File: src/rtl/pending_write_scoreboard.sv
// Tracks in-flight register writes to stall or bypass dependent instructions at issue.
// Optional feature: define SCOREBOARD_STALL_CNT_EN to add a saturating 16-bit stall_count output.
module pending_write_scoreboard #(
    parameter int DEPTH   = 4,
    parameter int LD_LAT  = 3,
    parameter int ALU_LAT = 1
) (
    input  logic       clk,
    input  logic       rst_n,
    input  logic       issue_valid,
    input  logic [5:0] issue_dest,
    input  logic       issue_is_load,
    input  logic [5:0] src_a,
    input  logic [5:0] src_b,
    input  logic       src_a_used,
    input  logic       src_b_used,
    output logic       stall,
    output logic       fwd_a,
    output logic       fwd_b,
    output logic [3:0] occupancy
`ifdef SCOREBOARD_STALL_CNT_EN
    ,
    output logic [15:0] stall_count
`endif
);

    localparam int IW = (DEPTH > 1) ? $clog2(DEPTH) : 1;

    logic [DEPTH-1:0] valid_q, valid_d;
    logic [5:0]       dest_q [DEPTH];
    logic [5:0]       dest_d [DEPTH];
    logic [3:0]       rem_q  [DEPTH];
    logic [3:0]       rem_d  [DEPTH];
    logic [3:0]       occupancy_q, occupancy_d;

    logic [DEPTH-1:0] busy;      // still in flight past this cycle
    logic [DEPTH-1:0] done;      // result forwardable this cycle, retires at the edge
    logic [DEPTH-1:0] hit_a, hit_b;
    logic [3:0]       busy_cnt;
    logic             full;
    logic             wait_a, wait_b, ready_a, ready_b;
    logic             accept, alloc;
    logic [IW-1:0]    alloc_idx;
    logic [3:0]       alloc_rem;

    genvar gi;
    generate
        for (gi = 0; gi < DEPTH; gi++) begin : g_entry
            assign busy[gi]  = valid_q[gi] && (rem_q[gi] > 4'd1);
            assign done[gi]  = valid_q[gi] && (rem_q[gi] == 4'd1);
            assign hit_a[gi] = valid_q[gi] && src_a_used && (src_a != 6'd0) && (dest_q[gi] == src_a);
            assign hit_b[gi] = valid_q[gi] && src_b_used && (src_b != 6'd0) && (dest_q[gi] == src_b);
        end
    endgenerate

    always_comb begin
        busy_cnt = 4'd0;
        for (int i = 0; i < DEPTH; i++) begin
            busy_cnt = busy_cnt + {3'd0, busy[i]};
        end
    end

    assign full    = (busy_cnt == 4'(DEPTH));
    assign wait_a  = |(hit_a & busy);
    assign wait_b  = |(hit_b & busy);
    assign ready_a = |(hit_a & done);
    assign ready_b = |(hit_b & done);

    assign stall  = issue_valid && (full || wait_a || wait_b);
    assign fwd_a  = ready_a && !stall;
    assign fwd_b  = ready_b && !stall;
    assign accept = issue_valid && !stall;
    assign alloc  = accept && (issue_dest != 6'd0);

    assign alloc_rem = issue_is_load ? 4'(LD_LAT) : 4'(ALU_LAT);

    // Retiring entries count as free, so the lowest non-busy slot is always usable when not full.
    always_comb begin
        alloc_idx = '0;
        for (int i = DEPTH - 1; i >= 0; i--) begin
            if (!busy[i]) begin
                alloc_idx = IW'(i);
            end
        end
    end

    always_comb begin
        valid_d     = busy;
        occupancy_d = 4'd0;
        for (int i = 0; i < DEPTH; i++) begin
            dest_d[i] = dest_q[i];
            rem_d[i]  = valid_q[i] ? (rem_q[i] - 4'd1) : rem_q[i];
            // A newer write to the same tag supersedes the older one.
            if (alloc && busy[i] && (dest_q[i] == issue_dest)) begin
                valid_d[i] = 1'b0;
            end
            if (alloc && (alloc_idx == IW'(i))) begin
                valid_d[i] = 1'b1;
                dest_d[i]  = issue_dest;
                rem_d[i]   = alloc_rem;
            end
        end
        for (int i = 0; i < DEPTH; i++) begin
            occupancy_d = occupancy_d + {3'd0, valid_d[i]};
        end
    end

    always_ff @(posedge clk) begin
        if (!rst_n) begin
            valid_q     <= '0;
            occupancy_q <= 4'd0;
            for (int i = 0; i < DEPTH; i++) begin
                dest_q[i] <= 6'd0;
                rem_q[i]  <= 4'd0;
            end
        end else begin
            valid_q     <= valid_d;
            occupancy_q <= occupancy_d;
            for (int i = 0; i < DEPTH; i++) begin
                dest_q[i] <= dest_d[i];
                rem_q[i]  <= rem_d[i];
            end
        end
    end

    assign occupancy = occupancy_q;

`ifdef SCOREBOARD_STALL_CNT_EN
    logic [15:0] stall_count_q;

    always_ff @(posedge clk) begin
        if (!rst_n) begin
            stall_count_q <= 16'd0;
        end else if (stall && (stall_count_q != 16'hFFFF)) begin
            stall_count_q <= stall_count_q + 16'd1;
        end
    end

    assign stall_count = stall_count_q;
`endif

endmodule

File: config.mk
export PLATFORM = sky130hd
export DESIGN_NAME = pending_write_scoreboard
export DESIGN_NICKNAME = d
export VERILOG_FILES = /design/src/rtl/pending_write_scoreboard.sv
export SDC_FILE = /design/constraint.sdc
export NUM_CORES = 1
export LEC_CHECK = 0
export CORE_MARGIN = 1.5
export CORE_UTILIZATION = 30
export CTS_BUF_LIST = sky130_fd_sc_hd__clkbuf_16
export CTS_CLUSTER_SIZE = 16
export DETAILED_ROUTE_END_ITERATION = 7
export PLACE_DENSITY = 0.48
export SLEW_MARGIN = 20
export SYNTH_ARGS = -nofsm -noshare
export SYNTH_HDL_FRONTEND = slang
export SYNTH_SLANG_ARGS = --single-unit
File: constraint.sdc
create_clock -name clk -period 8.3 [get_ports clk]
set_clock_uncertainty 0.2 [all_clocks]
set_input_delay 1.245 -clock clk [delete_from_list [all_inputs] [get_ports clk]]
set_output_delay 1.245 -clock clk [all_outputs]
set_load 0.005 [all_outputs]
**Yosys cells after proc, flatten, opt, wreduce, memory -nomap -nowiden**

Memory sizes are Yosys's and may differ from the RTL's.
Cells that the tools add are included.

- Flip-flop bits (word level): 8
- RAM bits: 40
- Input bits: 24
- Output and inout port bits: 7
- Logic and storage cells: 145
- Memories: 2

Memories:

| memory | words | bits a word | read ports | clocked after memory_dff | write ports | line | text |
|---|---|---|---|---|---|---|---|
| dest_q | 4 | 6 | 4 | 0 | 4 | 30 | `logic [5:0] dest_q [DEPTH];` |
| rem_q | 4 | 4 | 4 | 0 | 4 | 32 | `logic [3:0] rem_q [DEPTH];` |

- Add/sub/neg operators: 10
- Magnitude comparators: 4
- Equality and inequality tests: 20
- Multiplexer cells: 35
- Bitwise operators: 12
- Reductions and logical operators: 60

Operators with widths:

| kind | count |
|---|---|
| $eq 6x6->1 | 12 |
| $logic_and 1x1->1 | 49 |
| $mux 4 | 12 |
| $mux 6 | 8 |
| $reduce_bool 6->1 | 3 |
| $and 4x4->4 | 4 |
| $eq 4x1->1 const B | 4 |
| $gt 4x1->1 const B | 4 |
| $reduce_or 4->1 | 4 |
| $sub 4x1->4 const B | 4 |
| $mux 1 | 10 |
| $mux 2 | 5 |
| $add 3x1->4 | 2 |
| $or 1x1->1 | 8 |
| $add 2x1->3 | 2 |
| $add 1x1->2 | 2 |
| $eq 2x2->1 const B | 2 |
| $eq 4x3->1 const B | 1 |
| $eq 2x1->1 const B | 1 |
| $logic_not 2->1 | 1 |
| $logic_or 1x1->1 | 2 |
| $logic_not 1->1 | 1 |

**Longest topological paths before layout**

An unclocked memory read counts as a cell.

- Word-level depth: 20
- Depth in mapped cells: 18
- Gate-level depth less buffers: 17

**Worst setup path after synthesis**

Ideal clock, no wire load.

- Path type: input to register
- From: input src_b[1]
- To: register occupancy_q[1] (netlist: occupancy[1])
- Library setup time: 115 ps
- Arrival: 4438 ps
- Required time: 7985 ps
- Setup slack: 3547 ps
- Cell stages on the path: 13
- Buffers on the path: 2
- Path through: buf_2 -> or4_1 -> o31a_1 -> nand3_2 -> nor3_1 -> a2111o_1 -> buf_4 -> o41a_1 -> or2_1 -> fa_1 -> ha_1 -> ha_1 -> and2_1

- Elaborated cells on any way between the ends: 43
- Classes of those cells: 3 x add/sub; 4 x eq/ne; 8 x mux; 1 x bitwise; 27 x reduce/logical

RTL lines:

| what | line | text |
|---|---|---|
| from (decl) | 14 | `input logic [5:0] src_b,` |
| $reduce_bool 6->1 | 52 | `assign hit_b[gi] = valid_q[gi] && src_b_used && (src_b != 6'd0) && (dest_q[gi] == src_b);` |
| $logic_and 1x1->1 (2 in series) | 52 |  |
| $and 4x4->4 (*) | 65 | `assign wait_b = \|(hit_b & busy);` |
| $reduce_or 4->1 (*) | 65 |  |
| $logic_or 1x1->1 (*) | 69 | `assign stall = issue_valid && (full \|\| wait_a \|\| wait_b);` |
| $logic_and 1x1->1 (*) | 69 |  |
| $logic_not 1->1 (*) | 72 | `assign accept = issue_valid && !stall;` |
| $logic_and 1x1->1 (*) | 72 |  |
| $logic_and 1x1->1 (*) | 73 | `assign alloc = accept && (issue_dest != 6'd0);` |
| $logic_and 1x1->1 (2 in series) | 94 | `if (alloc && busy[i] && (dest_q[i] == issue_dest)) begin` |
| $mux 1 | 94 |  |
| $mux 1 (*) | 97 | `if (alloc && (alloc_idx == IW'(i))) begin` |
| via valid_d[3] | 29 | `logic [DEPTH-1:0] valid_q, valid_d;` |
| $add 3x1->4 (*) | 104 | `occupancy_d = occupancy_d + {3'd0, valid_d[i]};` |
| via occupancy_d[1] | 34 | `logic [3:0] occupancy_q, occupancy_d;` |
| to (signal assigned) | 118 | `occupancy_q <= occupancy_d;` |
| to (decl) | 34 |  |

The timed path passes the listed nets; every way through them passes the cells marked *.
A chain may end at the register's enable or synchronous reset.

**Worst setup path after layout**

- From: input src_a[0]
- To: output fwd_a

- Cells in the longest elaborated chain, start to end: 10
- Elaborated cells on any way between the ends: 22
- Classes of those cells: 4 x eq/ne; 2 x bitwise; 16 x reduce/logical

Ends and longest elaborated chain:

| what | line | text |
|---|---|---|
| from (decl) | 13 | `input logic [5:0] src_a,` |
| $reduce_bool 6->1 | 51 | `assign hit_a[gi] = valid_q[gi] && src_a_used && (src_a != 6'd0) && (dest_q[gi] == src_a);` |
| $logic_and 1x1->1 (2 in series) | 51 |  |
| $and 4x4->4 | 64 | `assign wait_a = \|(hit_a & busy);` |
| $reduce_or 4->1 | 64 |  |
| $logic_or 1x1->1 (2 in series) | 69 |  |
| $logic_and 1x1->1 | 69 |  |
| $logic_not 1->1 | 70 | `assign fwd_a = ready_a && !stall;` |
| $logic_and 1x1->1 (*) | 70 |  |
| to (decl) | 18 | `output logic fwd_a,` |

Mark *: on every way between the ends. The rest lies on a longest branch, timed or not.

==> impl_metrics.tcl <==
set metrics [dict create \
    syn-cell-area_mm2 0.00329 \
    yosysSeqAreaShare_pct 28.6 \
    cp_slowest_cell "or4_4" \
    h-tree-depth 2 \
    cts_buffers 5 \
    timing.rr.start "rem_q[0][0]" \
    cap_violations 0 \
    crit_path_frequent_cell "clkdlybuf4s50_1" \
    cts_tree "done" \
    leakage_nw 1.36 \
    io_buffers 29 \
    holdPathEnd "dest_q[0][5]" \
    fillerInstances 1103 \
    met1Wirelength_mm 4.47 \
    die_width_um 108 \
    yosysWarnings 0 \
    grt_pass1_wl_mm 14.2 \
    dp.cells 509 \
    critPathLaunchType "input port" \
    tightest_slew_ns 1.07 \
    path_cells "clkdlybuf4s50_1 -> or4_4 -> o31ai_4 -> or3_1 -> a21oi_1 -> a2111o_1 -> o21ai_0 -> o21a_1 -> clkdlybuf4s50_1" \
    synthCells 368 \
    multi_input_area_mm2 0.00213 \
    rr_worst_depth 15 \
    crit_arrival_ns 4.48 \
    p_per_area_mw_per_mm2 155 \
    root_buffer "clkbuf_16" \
    synth-seq-cells 47 \
    relSlewSlack_pct 28.4 \
    outcome "finished, final reports clean" \
    gp_congestion 0.836 \
    min_period_ns 5.93 \
    cp-end-kind "output pin" \
    grt-ovfl-total 0 \
    drt_pass1_iterations 4 \
    cp.required_ns 6.86 \
    num_io_pins 31 \
    dieArea_mm2 0.0116 \
    setup_viol 0 \
    clkPwrFrac_pct 43.6 \
    fmax_ghz 0.169 \
    insertion_delay_ns 0.29 \
    synth-edff-count 0 \
    ir_worst_vdd_uv 101 \
    finalSetupTns_ns 0 \
    num_vias 2561 \
    detail_route.iter0.violations 123 \
    dr_wl_met2_mm 3.70 \
    cp_slowest_stage_delay_ns 0.60 \
    postCtsResizedCells 0 \
    cts_num_sinks 47 \
    grt_max_degree 46 \
    fp.dieH_um 108 \
    hold_viol 0 \
    slew_violations 0 \
    top_layer "met4" \
    syn_nets 406 \
    antenna_left 0 \
    synth_top_cells_by_count "49 x xnor2_1, 47 x dfxtp_1, 39 x nand2_1" \
    core_mm2 0.0108 \
    grt_pass1_vias 2564 \
    viasPerCell 4.95 \
    register_area_um2 941 \
    routedWlPerCell_um 16.9 \
    drcViolationCount 0 \
    reg2reg_slack_ns 2.90 \
    rows 38 \
    avgSynthCellArea_um2 8.95 \
    worstReg2RegEnd "occupancy[1]" \
    p_int_mw 0.448 \
    path_class "in -> out" \
    area_delta_synth_final_pct 16.1 \
    final_cells 517 \
    comb_power_share_pct 14.9 \
    min_path_type "reg -> reg" \
    final_nets 414 \
    min_from "dest_q[0][5]" \
    hold-path-cell-count 2 \
    initial_core_util_pct 30.5 \
    synth_top_area_share_pct 28.6 \
    wl_met3_um 325 \
    grtUsageTotal_pct 16.1 \
    switching_power_mw 0.144 \
    clockBufferDepth 2 \
    yosys.area.top_type "dfxtp_1" \
    rsz0062_at_grt "false" \
    antenna_found_initial 0 \
    synth_area_leaders "dfxtp_1 29%, xnor2_1 13%, xor2_1 9.3%" \
    clkTransAtPathRegs_ns 0.07 \
    ctsHoldBuffers 0 \
    synthFlopType "dfxtp_1" \
    postCtsSetupBuffers 0 \
    yosysMostFrequentCell "xnor2_1" \
    async_flop_share_pct 0 \
    p_seq_share_pct 41.5 \
    finalWirelength_mm 8.74 \
    ys_types 45 \
    switching_share_pct 24.3 \
    drive_gt1_share_pct 5.31 \
    timing.final.crit_share_pct 71.4 \
    diodes 0 \
    worstPathMaxFanout 10 \
    hpwl_mm 6.82 \
]
==> metal layers <==
| metal | GRT usage (%) | vias to the layer above |
|---|---|---|
| li1 | - | 1270 |
| met1 | 22.8 | 1220 |
| met2 | 24.4 | 53 |
| met3 | 2.85 | 18 |
| met4 | 5.92 | 0 |
| met5 | 0 | - |
==> critical path, delay by kind of cell <==
family,cells,cell delay [ns]
and+or+nand+nor,2,0.79
AOI/OAI and AO/OA,5,1.39
buffers and inverters,2,1.05
==> area by class of cell <==
type                            instances  share of cell area (%)
Clock inverter                          3                    1.67
Sequential cell                        47                    24.6
Timing Repair Buffer                   34                    8.57
Tap cell                              140                    4.58
Inverter                               15                    1.47
Clock buffer                            5                    3.27
Multi-Input combinational cell        273                    55.8
==> per-stage QoR <==
stage	hold slack (ns)	instance area [um2]	setup WS, ns	utilization, %	power [mW]
after floorplan	0.294	3290	3.55	-	0.311
after global placement	0.338	3630	2.48	33.7	0.339
after detailed placement	0.345	3630	2.39	33.7	0.339
after CTS	0.354	3820	2.37	35.4	0.598
after global routing	0.380	3820	2.20	35.4	0.616
final	0.355	3820	2.37	35.4	0.592
==> power by group through the flow <==
stage	Combinational (mW)	Clock, mW	Sequential, mW
2_1_floorplan	0.0660	0	0.245
3_3_place_gp	0.0879	0	0.251
3_5_place_dp	0.0885	0	0.250
4_1_cts	0.0891	0.263	0.245
5_1_grt	0.0980	0.272	0.246
6_report	0.0882	0.258	0.245
==> worst max-delay path by stage <==
stage,from,endpoint,slack (ns),depth (start not counted)
after floorplan,src_b[1],occupancy[1],3.55,13
after global placement,src_a[0],fwd_a,2.48,9
after detailed placement,src_a[0],fwd_a,2.39,9
after CTS,src_a[0],fwd_a,2.37,9
after global routing,src_a[0],fwd_a,2.20,9
final,src_a[0],fwd_a,2.37,9
==> sequential cells by signal, indices dropped and copies added, names as in the netlist <==
signal / cells
valid_q: 4
occupancy: 3
dest_q: 24
rem_q: 16
==> cells by family after synthesis <==
logic type	after synthesis	synth area share, %
xor gates and xnor gates	84	22.3
buffers and inverters	48	7.03
adders and majority gates	14	5.77
other	1	0.114
muxes	28	8.51
AOI/OAI and AO/OA	37	9.04
DFF	47	28.6
and+or+nand+nor	109	18.6
==> placed cells by master (no fill, tap or decap), drive strengths merged, types with 8 or more instances in the layout <==
cell type and n:
clkdlybuf4s50 29, dfxtp 47, ha 12, inv 15, mux2i 28, nand2 39
nand3 10, nor3 15, nor4 8, o21a 8, xnor2 49, xor2 35
(Power assumes the default switching activity.)
